## src/rtl/instruction_fetch_unit_pkg.sv

```systemverilog
// rtl/instruction_fetch_unit_pkg.sv - shared CPU constants: fetch FSM encoding, decoder opcodes, branch offset helper
package instruction_fetch_unit_pkg;

    // Fetch FSM state encoding
    localparam logic [1:0] IFU_IDLE  = 2'd0;
    localparam logic [1:0] IFU_REQ   = 2'd1;
    localparam logic [1:0] IFU_HOLD  = 2'd2;
    localparam logic [1:0] IFU_FAULT = 2'd3;

    // Decoder opcode / function constants shared with the decode stage
    localparam logic [5:0] OP_RTYPE  = 6'h00;
    localparam logic [5:0] OP_J      = 6'h02;
    localparam logic [5:0] OP_JAL    = 6'h03;
    localparam logic [5:0] OP_BEQ    = 6'h04;
    localparam logic [5:0] OP_BNE    = 6'h05;
    localparam logic [5:0] FUNCT_JR  = 6'h08;

    // Word-scaled, sign-extended branch displacement
    function automatic logic [31:0] branch_offset(input logic [15:0] imm);
        return {{14{imm[15]}}, imm, 2'b00};
    endfunction

endpackage

```

## src/rtl/instruction_fetch_unit_next_pc_logic.sv

```systemverilog
// rtl/instruction_fetch_unit_next_pc_logic.sv - combinational next-PC selection with misalignment flag
module next_pc_logic
    import instruction_fetch_unit_pkg::*;
(
    input  logic [31:0] pc_plus4,
    input  logic [25:0] instr_index,
    input  logic [31:0] jr_target,
    input  logic        branch,
    input  logic        jump,
    input  logic        jump_reg,
    input  logic        inv_zero,
    input  logic        zero,
    output logic [31:0] next_pc,
    output logic        misaligned
);

    // Priority: jr, then j/jal, then taken branch, else fall through; all adds wrap mod 2^32
    always_comb begin
        next_pc = pc_plus4;
        if (jump_reg) begin
            next_pc = jr_target;
        end else if (jump) begin
            next_pc = {pc_plus4[31:28], instr_index, 2'b00};
        end else if (branch && (zero ^ inv_zero)) begin
            next_pc = pc_plus4 + branch_offset(instr_index[15:0]);
        end
    end

    assign misaligned = (next_pc[1:0] != 2'b00);

endmodule

```

## src/rtl/instruction_fetch_unit.sv

```systemverilog
// rtl/instruction_fetch_unit.sv - fetch FSM: request, hold instruction for decode, redirect on completion
module instruction_fetch_unit
    import instruction_fetch_unit_pkg::*;
#(
    parameter logic [31:0] RESET_PC = 32'h0000_0000
) (
    input  logic        clk,
    input  logic        rst_n,
    output logic        imem_req,
    output logic [31:0] imem_addr,
    input  logic        imem_ack,
    input  logic [31:0] imem_rdata,
    output logic [31:0] instruction,
    output logic        instr_valid,
    output logic [31:0] pc_out,
    output logic [31:0] pc_plus4,
    input  logic        exec_done,
    input  logic        Branch,
    input  logic        Jump,
    input  logic        JumpReg,
    input  logic        InvZero,
    input  logic        Zero,
    input  logic [31:0] jr_target,
    output logic        fault
);

    logic [1:0]  state;
    logic [31:0] pc;
    logic [31:0] next_pc;
    logic        next_misaligned;

    // pc is the fetch address while requesting and equals pc_out while holding
    assign imem_addr   = pc;
    assign pc_plus4    = pc + 32'd4;
    assign imem_req    = (state == IFU_REQ);
    assign instr_valid = (state == IFU_HOLD);
    assign fault       = (state == IFU_FAULT);

    next_pc_logic u_next_pc_logic (
        .pc_plus4    (pc_plus4),
        .instr_index (instruction[25:0]),
        .jr_target   (jr_target),
        .branch      (Branch),
        .jump        (Jump),
        .jump_reg    (JumpReg),
        .inv_zero    (InvZero),
        .zero        (Zero),
        .next_pc     (next_pc),
        .misaligned  (next_misaligned)
    );

    // FSM and fetch registers; ack only matters in REQ, exec_done only in HOLD
    always_ff @(posedge clk) begin
        if (!rst_n) begin
            state       <= IFU_IDLE;
            pc          <= RESET_PC;
            instruction <= 32'h0;
            pc_out      <= 32'h0;
        end else begin
            case (state)
                IFU_IDLE: begin
                    pc    <= RESET_PC;
                    state <= IFU_REQ;
                end
                IFU_REQ: begin
                    if (imem_ack) begin
                        instruction <= imem_rdata;
                        pc_out      <= pc;
                        state       <= IFU_HOLD;
                    end
                end
                IFU_HOLD: begin
                    if (exec_done) begin
                        if (next_misaligned) begin
                            state <= IFU_FAULT;
                        end else begin
                            pc    <= next_pc;
                            state <= IFU_REQ;
                        end
                    end
                end
                IFU_FAULT: begin
                    state <= IFU_FAULT;
                end
                default: begin
                    state <= IFU_IDLE;
                end
            endcase
        end
    end

endmodule

```

## config.mk

```make
export PLATFORM = sky130hd
export DESIGN_NAME = instruction_fetch_unit
export DESIGN_NICKNAME = d
export VERILOG_FILES = /design/src/rtl/instruction_fetch_unit_pkg.sv /design/src/rtl/instruction_fetch_unit_next_pc_logic.sv /design/src/rtl/instruction_fetch_unit.sv
export SDC_FILE = /design/constraint.sdc
export NUM_CORES = 1
export LEC_CHECK = 0
export CORE_MARGIN = 1.5
export CORE_UTILIZATION = 51
export DETAILED_ROUTE_END_ITERATION = 8
export GPL_ROUTABILITY_DRIVEN = 0
export PLACE_DENSITY = 0.86
export SYNTH_ARGS = -nofsm -noshare
export SYNTH_HDL_FRONTEND = slang
export SYNTH_HIERARCHICAL = 1
export SYNTH_SLANG_ARGS = --single-unit
```

## constraint.sdc

```tcl
create_clock -name clk -period 6.8 [get_ports clk]
set_input_delay 1.36 -clock clk [delete_from_list [all_inputs] [get_ports clk]]
set_output_delay 1.36 -clock clk [all_outputs]
set_load 0.03 [all_outputs]
```

Yosys cells after proc, flatten, opt, wreduce, memory -nomap -nowiden
Index checks and enable logic that the tools add are counted.
{"block": "op_classes", "addsub": 2, "n_mul": 0, "div_mod_pow": 0, "magnitude_cmp": 0, "n_eq_ne": 6, "n_shift": 0, "n_mux": 10, "n_bitwise": 1, "n_reduce_logical": 7}
{"op": "32-bit two-way mux", "count": 5}
{"op": "32-bit one-hot mux with 2 select lines", "count": 1}
{"op": "32-bit by 3-bit adder with 32-bit output (second input constant)", "count": 1}
{"op": "32-bit adder", "count": 1}
{"op": "2-bit one-hot mux with 4 select lines", "count": 1}
{"op": "2-bit two-way mux", "count": 3}
{"op": "2-bit equality test (second input constant)", "count": 2}
{"op": "2-bit by 1-bit inequality test with 1-bit output (second input constant)", "count": 2}
{"op": "2-bit AND reduction", "count": 2}
{"op": "2-bit nonzero test", "count": 2}
{"op": "3-bit AND reduction", "count": 1}
{"op": "2-bit by 1-bit equality test with 1-bit output (second input constant)", "count": 1}
{"op": "2-bit logical NOT", "count": 1}
{"op": "2-bit inequality test (second input constant)", "count": 1}
{"op": "1-bit logical AND", "count": 1}
{"op": "1-bit XOR", "count": 1}
{"block": "word_totals", "regBits": 98, "latchBits": 0, "ram_bits": 0, "romBits": 0, "in_bits": 73, "output_inout_bits": 131, "elab_cells": 30, "n_memories": 0}

Longest topological paths before layout
Gate-level depths: netlist of the first run.
{"block": "logic_depth", "ltp_word": 9, "ltp_mapped": 20, "depth_no_buf": 17}

Cells and area by module
Netlist of the first run, hierarchy kept.
{"mod": "instruction_fetch_unit", "n_inst": 1, "cells_each": 525, "area_each_um2": 4312.9}
{"mod": "next_pc_logic", "n_inst": 1, "cells_each": 341, "area_each_um2": 2229.6}

Worst setup path after synthesis of the first run
Ideal clock, no wire load.
{"block": "synth_path", "kind": "flip-flop to flip-flop", "start": "register pc[2] (netlist: imem_addr[2])", "end": "register pc[29] (netlist: imem_addr[29])", "arrival_ps": 4423, "setup_slack_ps": 2302, "stages_incl_launch_ff": 21, "path_buffers": 3, "synth_period_minus_slack_ps": 4498, "path_cell_list": "dfxtp_1 > ha_1 > and4_1 > buf_2 > and2_1 > buf_2 > nand2_1 > xnor2_1 > ha_1 > clkbuf_1 > a21oi_1 > nand2_1 > a211o_1 > nor2_1 > o21ai_0 > o41ai_1 > xnor2_1 > mux2i_1 > o21ai_0 > nand3_1 > a21boi_0"}
{"block": "synth_between", "elab_chain_len": 8}
{"element": "from (decl)", "line_no": "instruction_fetch_unit.sv:28", "text": "logic [31:0] pc;"}
{"element": "from (signal assigned)", "line_no": "instruction_fetch_unit.sv:77", "text": "pc <= next_pc;"}
{"element": "32-bit by 3-bit adder with 32-bit output", "line_no": "instruction_fetch_unit.sv:34", "text": "assign pc_plus4 = pc + 32'd4;"}
{"element": "net pc_plus4[20]", "line_no": "instruction_fetch_unit.sv:16", "text": "output logic [31:0] pc_plus4,"}
{"element": "32-bit adder", "line_no": "instruction_fetch_unit_next_pc_logic.sv:25", "text": "next_pc = pc_plus4 + branch_offset(instr_index[15:0]);"}
{"element": "32-bit two-way mux", "line_no": "instruction_fetch_unit_next_pc_logic.sv:24", "text": "end else if (branch && (zero ^ inv_zero)) begin"}
{"element": "32-bit two-way mux", "line_no": "instruction_fetch_unit_next_pc_logic.sv:22", "text": "end else if (jump) begin"}
{"element": "32-bit two-way mux", "line_no": "instruction_fetch_unit_next_pc_logic.sv:20", "text": "if (jump_reg) begin"}
{"element": "net next_pc[29]", "line_no": "instruction_fetch_unit.sv:29", "text": "logic [31:0] next_pc;"}
{"element": "32-bit two-way mux", "line_no": "instruction_fetch_unit.sv:74", "text": "if (next_misaligned) begin"}
{"element": "32-bit two-way mux", "line_no": "instruction_fetch_unit.sv:73", "text": "if (exec_done) begin"}
{"element": "32-bit one-hot mux with 2 select lines", "line_no": "instruction_fetch_unit.sv:60", "text": "case (state)"}
The timed path passes the listed nets, and every way through them passes these cells. The select of a mux whose other input is x is not followed.
A chain may end at the register's enable or synchronous reset.

Worst setup path in the final report of the first run
{"block": "layout_path", "start": "register pc[2] (netlist: imem_addr[2])", "end": "register pc[31] (netlist: imem_addr[31])"}
{"block": "layout_between", "elab_chain_len": 8}
{"element": "32-bit by 3-bit adder with 32-bit output (*)", "line_no": "instruction_fetch_unit.sv:34"}
{"element": "32-bit adder", "line_no": "instruction_fetch_unit_next_pc_logic.sv:25"}
{"element": "32-bit two-way mux", "line_no": "instruction_fetch_unit_next_pc_logic.sv:24"}
{"element": "32-bit two-way mux (*)", "line_no": "instruction_fetch_unit_next_pc_logic.sv:22"}
{"element": "32-bit two-way mux (*)", "line_no": "instruction_fetch_unit_next_pc_logic.sv:20"}
{"element": "net next_pc[31]", "line_no": "instruction_fetch_unit.sv:29"}
{"element": "32-bit two-way mux (*)", "line_no": "instruction_fetch_unit.sv:74"}
{"element": "32-bit two-way mux (*)", "line_no": "instruction_fetch_unit.sv:73"}
{"element": "32-bit one-hot mux with 2 select lines (*)", "line_no": "instruction_fetch_unit.sv:60"}
The timed path passes the listed nets; every way through them passes the cells marked *. The select of a mux whose other input is x is not followed.

==> metrics.yaml, run 1 <==
status:
  outcome: "completed"
sta:
  fin_crit_ns: 4.711
  tns_ns: 0
  holdWs_ns: 0.4643
  fin_crit_sh_pct: 69.29
  fmax_mhz: 212.2
  worstMarginPinSlew_ns: 1.276
  rsz0062_at_grt: "no"
  slew_viol_final: 0
  final-setup-viol-count: 0
  finalClockSkew_ns: 0.006868
  hold_viol: 0
  setup_slack_ns: 2.089
  slew_headroom_pct: 14.70
place:
  port_buffers: 203
  dp_slack_ns: 2.054
  dp_hpwl_mm: 14.67
  dp.cells: 1189
  placed_cell_area_sq_mm: 0.008584
floorplanning:
  rows: 41
  core_region_area_sq_mm: 0.01257
  fp.dieW_um: 116.3
  die-area_sq_mm: 0.01352
  ios: 204
  start_util_pct: 52.06
  die_height_um: 116.3
routing:
  met1Wirelength_mm: 8.751
  dr_wl_met2_mm: 9.786
  route.detailed.drc: 0
  met3_wirelength_mm: 1.722
  vias: 6905
  viasPerCell: 5.730
  routed_wl_mm: 20.86
  antenna_violating_nets_post_route: 0
  routed.top_layer: "met4"
  drt_iter0_markers: 616
  drtPass1Iterations: 6
  wl_per_cell_um: 17.31
logic_synthesis:
  synth_warnings: 6
  synth_top_cell_by_area: "dfxtp_1"
  synth_cell_types: 61
  ys_seq_elements: 98
  synth_most_common_cell: "nand2_1"
  synthArstFlopShare_pct: 0
  ys_top_cells_by_count: "nand2_1, dfxtp_1, a21boi_0"
  synth.net_count: 970
  synth_area_sq_mm: 0.006543
  syn_inst: 866
  yosysSeqAreaShare_pct: 29.99
  synth_ff_type: "dfxtp_1"
  synth-edff-count: 0
  syn_avg_cell_area_sq_um: 7.555
  yosys-top-cells-area: "dfxtp_1, nand2_1, a21boi_0, ha_1, xnor2_1"
  synth_top_area_share_pct: 29.99
power_and_ir_drop:
  p_sw_uw: 411.0
  internal-power_uw: 980.0
  clockPowerShare_pct: 37.5
  combPwrFrac_pct: 18.9
  fin_total_pwr_mw: 1.391
  leakage_nw: 3.205
  p_sw_share_pct: 29.55
  p_per_area_mw_per_mm2: 156.5
  peakVddDrop_uv: 122.3
  pwr-share-seq_pct: 43.6
clocking:
  ctsHoldBuffers: 0
  clk_pin_slew_worst_paths_ns: 0.07
  cts_setup_buffers: 0
  cts.repair.resized: 0
  cts_root_buffer: "clkbuf_16"
  cts_tree: "built"
  numClockSinks: 98
  cts_made_buffers: 9
  insertion_delay_ns: 0.36
  ctsLongestPathBuffers: 2
  h-tree-depth: 3
worst_setup_path:
  crit_path_start: "imem_addr[2]"
  cp.required_ns: 7.08
  r2r_end: "imem_addr[31]"
  crit_type: "flip-flop to flip-flop"
  cp.arrival_ns: 5.00
  timing.rr.start: "imem_addr[2]"
  rr_worst_depth: 17
  reg2reg_slack_ns: 2.09
  worstSetupEndpoint: "imem_addr[31]"
  start_kind: "flip-flop"
  crit_fanout: 7
  cp-end-kind: "flip-flop"
final_layout:
  insertedDiodeCount: 0
  utilization_pct: 70.70
  fillers: 1019
  drive_gt1_share_pct: 4.066
  fin_cells: 1205
  final_cell_area_sq_mm: 0.008886
  finalNetCount: 1132
  seq_area_sq_mm: 0.001962
  syn2layout_area_growth_pct: 35.82
  multi_input_area_sq_mm: 0.004302
global_routing:
  grt_max_degree: 99
  grt_pass1_vias: 6486
  grt_overflow: 0
  grtUsageTotal_pct: 30.91
  antenna_found_initial: 0
  grt_first_pass_wirelength_mm: 32.84
job:
  drv_cap: 0
hold_path:
  min_path_type: "flip-flop to flip-flop"
==> how the worst min path moves through the flow <==
stage	from	slack (ns)	to	cells past startpoint
floorplan	state[1]	0.53	state[1]	2
global placement	pc_out[1]	0.45	pc_out[1]	2
detailed placement	pc_out[10]	0.46	pc_out[10]	2
CTS	pc_out[10]	0.47	pc_out[10]	2
global route	pc_out[14]	0.49	pc_out[14]	2
finish	pc_out[10]	0.46	pc_out[10]	2
==> power groups by stage <==
stage | logic (mW) | clock network [mW] | registers, mW
3_5_place_dp | 0.259 | 0 | 0.619
6_report | 0.263 | 0.522 | 0.606
5_1_grt | 0.282 | 0.549 | 0.608
3_3_place_gp | 0.256 | 0 | 0.618
4_1_cts | 0.261 | 0.524 | 0.606
2_1_floorplan | 0.131 | 0 | 0.637
==> critical path, stage by stage (launching register included) <==
cell      delay, ns
dfxtp_1        0.48
ha_1           0.25
and4_1         0.50
and2_1         0.35
nand2_1        0.10
xnor2_1        0.28
ha_1           0.39
a21oi_1        0.23
nand2_1        0.09
a211o_1        0.27
nor2_1         0.32
o21ai_0        0.15
o41ai_1        0.43
o21ai_0        0.22
o21bai_1       0.21
nand3_1        0.11
nand3_1        0.07
a21boi_0       0.18
==> area by class of cell <==
| class | instances | share of cell area (%) |
|---|---|---|
| Clock buffer | 12 | 2.999 |
| Clock inverter | 4 | 0.3943 |
| Inverter | 9 | 0.3802 |
| Multi-Input combinational cell | 701 | 48.41 |
| Sequential cell | 98 | 22.08 |
| Tap cell | 172 | 2.422 |
| Timing Repair Buffer | 209 | 23.32 |
==> logic make-up (layout without fill, tap and decap cells) <==
| logic type | after synthesis | count (layout) | synth area share (%) |
|---|---|---|---|
| adders and majority gates | 31 | 31 | 6.043 |
| muxes | 8 | 8 | 1.243 |
| and+or+nand+nor | 351 | 351 | 24.08 |
| DFF | 98 | 98 | 29.99 |
| xor gates and xnor gates | 51 | 51 | 6.827 |
| AOI/OAI and AO/OA | 260 | 260 | 27.39 |
| buffers and inverters | 67 | 234 | 4.437 |
==> cell usage in the layout (no fill, tap or decap), types with 3 or more instances in the layout <==
cell type,n
a211o_1,3
a211oi_1,7
a21boi_0,95
a21o_1,11
a21oi_1,48
and2_1,3
and3_1,10
and4_1,3
buf_4,6
clkbuf_16,9
clkbuf_8,3
clkdlybuf4s50_1,202
clkinv_4,4
dfxtp_1,98
ha_1,30
inv_1,9
mux2i_1,7
nand2_1,223
nand2b_1,4
nand3_1,43
nand4_1,18
nor2_1,25
nor3_1,5
o211a_1,3
o211ai_1,9
o21ai_0,48
o22ai_1,5
o31ai_1,3
xnor2_1,37
xor2_1,14
==> sequential cells by signal (all words and copies together), names as in the netlist <==
name / cells
imem_addr: 32
instruction: 32
pc_out: 32
state: 2
==> routing by layer <==
layer,vias to the layer above,track usage (%)
li1,3359,-
met1,3192,38.33
met2,307,51.84
met3,47,5.968
met4,0,14.55
met5,-,0
Power figures use the tool's default switching activity.
==> run 2: changes to the inputs <==
--- a/config.mk
+++ b/config.mk
@@ -6,10 +6,10 @@
 export NUM_CORES = 1
 export LEC_CHECK = 0
 export CORE_MARGIN = 1.5
-export CORE_UTILIZATION = 51
+export CORE_UTILIZATION = 43
 export DETAILED_ROUTE_END_ITERATION = 8
 export GPL_ROUTABILITY_DRIVEN = 0
-export PLACE_DENSITY = 0.86
+export PLACE_DENSITY = 0.78
 export SYNTH_ARGS = -nofsm -noshare
 export SYNTH_HDL_FRONTEND = slang
 export SYNTH_HIERARCHICAL = 1
==> constraint.sdc (replaced) <==
create_clock -name clk -period 3.8 [get_ports clk]
set_input_delay 0.76 -clock clk [delete_from_list [all_inputs] [get_ports clk]]
set_output_delay 0.76 -clock clk [all_outputs]
set_load 0.03 [all_outputs]
==> run 2 against run 1 <==
  * Global-route usage fell by 3.5 points
  * Die area rose by 18%
  * Non-clock buffer count rose by 57
  * Highest routed layer unchanged
  * Critical path type unchanged
  * Final area rose by 11%
==> metrics.yaml, run 2 (same netlist as run 1, synthesis figures left out) <==
status:
  outcome: "completed"
clocking:
  insertion_delay_ns: 0.36
  cts_tree: "built"
  h-tree-depth: 3
  cts_made_buffers: 9
  ctsLongestPathBuffers: 2
  clk_pin_slew_worst_paths_ns: 0.07
  cts_root_buffer: "clkbuf_16"
  numClockSinks: 98
  ctsHoldBuffers: 0
worst_setup_path:
  crit_path_top_delay_cell: "ha_1"
  cp.required_ns: 4.05
  max_stage_delay_ns: 0.38
  path_cells: "nand4_4 > buf_12 > nor2_4 > nand4_1 > xnor2_4 > ha_1 > a21oi_2 > o21ai_0 > a21oi_1 > o21ai_1 > a311oi_4 > o31ai_4 > o31ai_2 > xnor2_1 > a221o_1 > nand3_1 > a21boi_1"
  crit_type: "flip-flop to flip-flop"
  critical_path.top_delay_family: "compound AO/OA/AOI/OAI gates"
  critPathBufInv: 1
  crit_fanout: 6
  cp.arrival_ns: 4.01
  cp-end-kind: "flip-flop"
  start_kind: "flip-flop"
final_layout:
  final_cell_area_sq_mm: 0.009819
  utilization_pct: 66.80
  syn2layout_area_growth_pct: 50.09
  finalNetCount: 1189
  insertedDiodeCount: 0
  layout_common_cells: "nand2_1, clkdlybuf4s50_1, a21boi_0"
  fin_cells: 1273
  layout_commonest_cell: "nand2_1"
  drive_gt1_share_pct: 15.24
routing:
  dr_wl_met2_mm: 10.57
  antenna_violating_nets_post_route: 0
  viasPerCell: 5.701
  routed_wl_mm: 22.62
  routed.top_layer: "met4"
  met3_wirelength_mm: 1.768
  wl_per_cell_um: 17.77
  vias: 7257
  met1Wirelength_mm: 9.701
  drtPass1Iterations: 5
  route.detailed.drc: 0
  drt_iter0_markers: 718
hold_path:
  min_path_type: "flip-flop to flip-flop"
floorplanning:
  start_util_pct: 44.51
  core_region_area_sq_mm: 0.01470
  die_height_um: 126.4
  rows: 44
  die-area_sq_mm: 0.01596
  fp.dieW_um: 126.4
  ios: 204
global_routing:
  grt_overflow: 0
  grt_first_pass_wirelength_mm: 34.97
  grtUsageTotal_pct: 27.44
  grt_pass1_vias: 6671
  grt_max_degree: 99
  antenna_found_initial: 0
power_and_ir_drop:
  peakVddDrop_uv: 207.5
  leakage_nw: 3.661
  p_per_area_mw_per_mm2: 255.8
  fin_total_pwr_mw: 2.512
sta:
  rsz0062_at_grt: "yes"
  slew_headroom_pct: 15.92
  final-setup-viol-count: 0
  fin_crit_sh_pct: 99.11
  fmax_mhz: 265.5
  holdWs_ns: 0.4619
  fin_crit_ns: 3.766
  finalClockSkew_ns: 0.009596
  slew_viol_final: 0
  hold_viol: 0
  worstMarginPinSlew_ns: 1.261
place:
  dp.cells: 1239
  placed_cell_area_sq_mm: 0.009140
  dp_hpwl_mm: 15.66
  port_buffers: 203
job:
  drv_cap: 0
-- run 2: cell types whose count changed in the layout (fill, tap and decap cells not counted), sizes merged --
cell and delta:
buf +57, clkinvlp +3, clkinv -4
-- run 2: final cells by class --
type                    count  area, sq um
fillers                  1282         4880
multi-input cells         701         4745
repair buffers            266         2526
flip-flops and latches     98         1994
clock buffers              12        267.8
well taps                 184        230.2
inverters                   9        33.78
clock inverters             3        22.52
-- run 2: metal layers --
metal / global-route usage [%] / vias up
met5: 0 / -
met1: 35.75 / 3422
li1: - / 3468
met2: 45.03 / 328
met4: 11.16 / 0
met3: 4.892 / 39
-- run 2: final timing paths --
path | from | to | slack (ns) | cells after the start
hold / removal | pc_out[0] | pc_out[0] | 0.46 | 2
setup reg to reg | imem_addr[7] | imem_addr[30] | 0.03 | 17
setup / recovery | imem_addr[7] | imem_addr[30] | 0.03 | 17
hold reg to reg | pc_out[0] | pc_out[0] | 0.46 | 2
-- run 2: timing repair --
action                                 4_1_cts  5_1_grt
gates cloned                                 0        1
pin swaps                                    2       38
buffers inserted                             0       18
endpoints found under the hold margin        0        0
setup endpoints to repair                    9       18
gates resized for setup                      5       54
-- run 2: per-stage QoR --
stage	setup TNS (ns)	setup WS, ns
after global routing	-0.6645	-0.1505
after CTS	0	0.01889
final	0	0.03367
after floorplan	-0.005008	-0.005008
after detailed placement	-0.1748	-0.1404
after global placement	-0.1302	-0.1281
-- run 2: worst reg2reg max path: stages, from the launching register on --
cell,delay [ns]
dfxtp_2,0.36
nand4_4,0.18
buf_12,0.19
nor2_4,0.17
nand4_1,0.24
xnor2_4,0.20
ha_1,0.38
a21oi_2,0.18
o21ai_0,0.12
a21oi_1,0.25
o21ai_1,0.17
a311oi_4,0.32
o31ai_4,0.10
o31ai_2,0.25
xnor2_1,0.10
a221o_1,0.32
nand3_1,0.08
a21boi_1,0.06
-- run 2: report_power, final --
| part | internal [mW] | switching, mW |
|---|---|---|
| Sequential | 1.05 | 0.0308 |
| Combinational | 0.223 | 0.289 |
| Clock | 0.499 | 0.421 |
==> run 3: changes to the inputs <==
--- a/config.mk
+++ b/config.mk
@@ -9,6 +9,7 @@
 export CORE_UTILIZATION = 43
 export DETAILED_ROUTE_END_ITERATION = 8
 export GPL_ROUTABILITY_DRIVEN = 0
+export MAX_ROUTING_LAYER = met4
 export PLACE_DENSITY = 0.78
 export SYNTH_ARGS = -nofsm -noshare
 export SYNTH_HDL_FRONTEND = slang
==> run 3 against run 2 <==
  * Sequential share of layout area stayed put
  * Non-clock buffer count stayed put
  * Sequential power about the same
  * Combinational power about the same
==> metrics.yaml, run 3 (same netlist as run 1, synthesis figures left out) <==
status:
  outcome: "completed"
worst_setup_path:
  max_stage_delay_ns: 0.38
  worstSetupEndpoint: "imem_addr[30]"
  crit_path_top_delay_cell: "ha_1"
  timing.rr.start: "imem_addr[7]"
  cp.required_ns: 4.05
  start_kind: "flip-flop"
  crit_type: "flip-flop to flip-flop"
  rr_worst_depth: 17
  crit_path_start: "imem_addr[7]"
  cp.arrival_ns: 4.02
  path_cells: "nand4_4 > buf_12 > nor2_4 > nand4_1 > xnor2_4 > ha_1 > a21oi_2 > o21ai_0 > a21oi_1 > o21ai_1 > a311oi_4 > o31ai_4 > o31ai_2 > xnor2_1 > a221o_1 > nand3_1 > a21boi_1"
  reg2reg_slack_ns: 0.03
  r2r_end: "imem_addr[30]"
  cp-end-kind: "flip-flop"
  crit_fanout: 6
final_layout:
  syn2layout_area_growth_pct: 50.09
  layout_commonest_cell: "nand2_1"
  layout_common_cells: "nand2_1, clkdlybuf4s50_1, a21boi_0"
  final_cell_area_sq_mm: 0.009819
  drive_gt1_share_pct: 15.24
  finalNetCount: 1189
  insertedDiodeCount: 0
  utilization_pct: 66.80
power_and_ir_drop:
  p_sw_uw: 740.7
  fin_total_pwr_mw: 2.511
  clockPowerShare_pct: 36.6
  pwr-share-seq_pct: 43.0
  leakage_nw: 3.661
  peakVddDrop_uv: 209.0
  internal-power_mw: 1.771
  p_per_area_mw_per_mm2: 255.8
  p_sw_share_pct: 29.49
  combPwrFrac_pct: 20.4
sta:
  fin_crit_ns: 3.770
  hold_viol: 0
  setup_slack_ns: 0.02970
  worstMarginPinSlew_ns: 1.239
  fin_crit_sh_pct: 99.22
  tns_ns: 0
  fmax_mhz: 265.2
  rsz0062_at_grt: "yes"
  finalClockSkew_ns: 0.009075
  slew_headroom_pct: 17.42
  final-setup-viol-count: 0
  slew_viol_final: 0
routing:
  vias: 7225
  wl_per_cell_um: 17.69
  route.detailed.drc: 0
  antenna_violating_nets_post_route: 0
  drt_iter0_markers: 633
  routed_wl_mm: 22.52
  viasPerCell: 5.676
  drtPass1Iterations: 5
floorplanning:
  rows: 44
  start_util_pct: 44.51
  die_height_um: 126.4
  fp.dieW_um: 126.4
  core_region_area_sq_mm: 0.01470
  die-area_sq_mm: 0.01596
  ios: 204
clocking:
  insertion_delay_ns: 0.36
  cts_tree: "built"
  cts_made_buffers: 9
  clk_pin_slew_worst_paths_ns: 0.07
  cts_root_buffer: "clkbuf_16"
  numClockSinks: 98
  ctsLongestPathBuffers: 2
  h-tree-depth: 3
  ctsHoldBuffers: 0
global_routing:
  grtUsageTotal_pct: 28.22
  grt_max_degree: 99
  grt_first_pass_wirelength_mm: 34.93
  antenna_found_initial: 0
  grt_pass1_vias: 6686
  grt_overflow: 0
place:
  placed_cell_area_sq_mm: 0.009140
  dp_slack_ns: -0.1404
  port_buffers: 203
  dp_hpwl_mm: 15.66
job:
  drv_cap: 0
hold_path:
  min_path_type: "flip-flop to flip-flop"
run 3: what timing repair did:
action	CTS	global route
setup buffers	0	18
resized for setup	5	54
cloned	0	1
setup endpoints to repair	9	18
pin swaps	2	38
run 3: metal layers:
layer  GRT usage (%)  share of wire, %  vias to the layer above
met3           4.555               7.1                       35
li1                -                 -                     3473
met5               -                 0                        -
met4           11.16               2.6                        0
met1           35.99                44                     3394
met2           44.87                47                      323
run 3: power groups by stage:
stage | Sequential, mW | Combinational, mW | Clock, mW
after floorplan | 1.14 | 0.239 | 0
after global placement | 1.10 | 0.491 | 0
after detailed placement | 1.10 | 0.495 | 0
after CTS | 1.08 | 0.499 | 0.936
after global routing | 1.08 | 0.551 | 0.974
final | 1.08 | 0.513 | 0.919
run 3: worst max-delay path: cells and delay by family (launching register included):
family | cells | cell delay, ns
AOI/OAI and AO/OA | 9 | 1.77
and+or+nand+nor | 4 | 0.66
adders and majority gates | 1 | 0.38
DFF | 1 | 0.36
xor gates and xnor gates | 2 | 0.30
buffers and inverters | 1 | 0.19
run 3: through the flow:
| stage | hold WS (ns) | instances |
|---|---|---|
| 2_1_floorplan | 0.5313 | 866 |
| 3_3_place_gp | 0.4514 | 1239 |
| 3_5_place_dp | 0.4574 | 1239 |
| 4_1_cts | 0.4665 | 1254 |
| 5_1_grt | 0.4848 | 1273 |
| 6_report | 0.4612 | 1273 |
run 3: how the worst min path moves through the flow:
| stage | cells after the start | endpoint | startpoint |
|---|---|---|---|
| 2_1_floorplan | 2 | state[1] | state[1] |
| 3_3_place_gp | 2 | pc_out[21] | pc_out[21] |
| 3_5_place_dp | 2 | pc_out[0] | pc_out[0] |
| 4_1_cts | 2 | pc_out[18] | pc_out[18] |
| 5_1_grt | 2 | pc_out[18] | pc_out[18] |
| 6_report | 2 | pc_out[0] | pc_out[0] |
run 3: area by class of cell:
type / instances / area [sq um]
clock buffers: 12 / 267.8
clock inverters: 3 / 22.52
flip-flops and latches: 98 / 1994
inverters: 9 / 33.78
well taps: 184 / 230.2
fillers: 1282 / 4880
repair buffers: 266 / 2526
multi-input cells: 701 / 4745
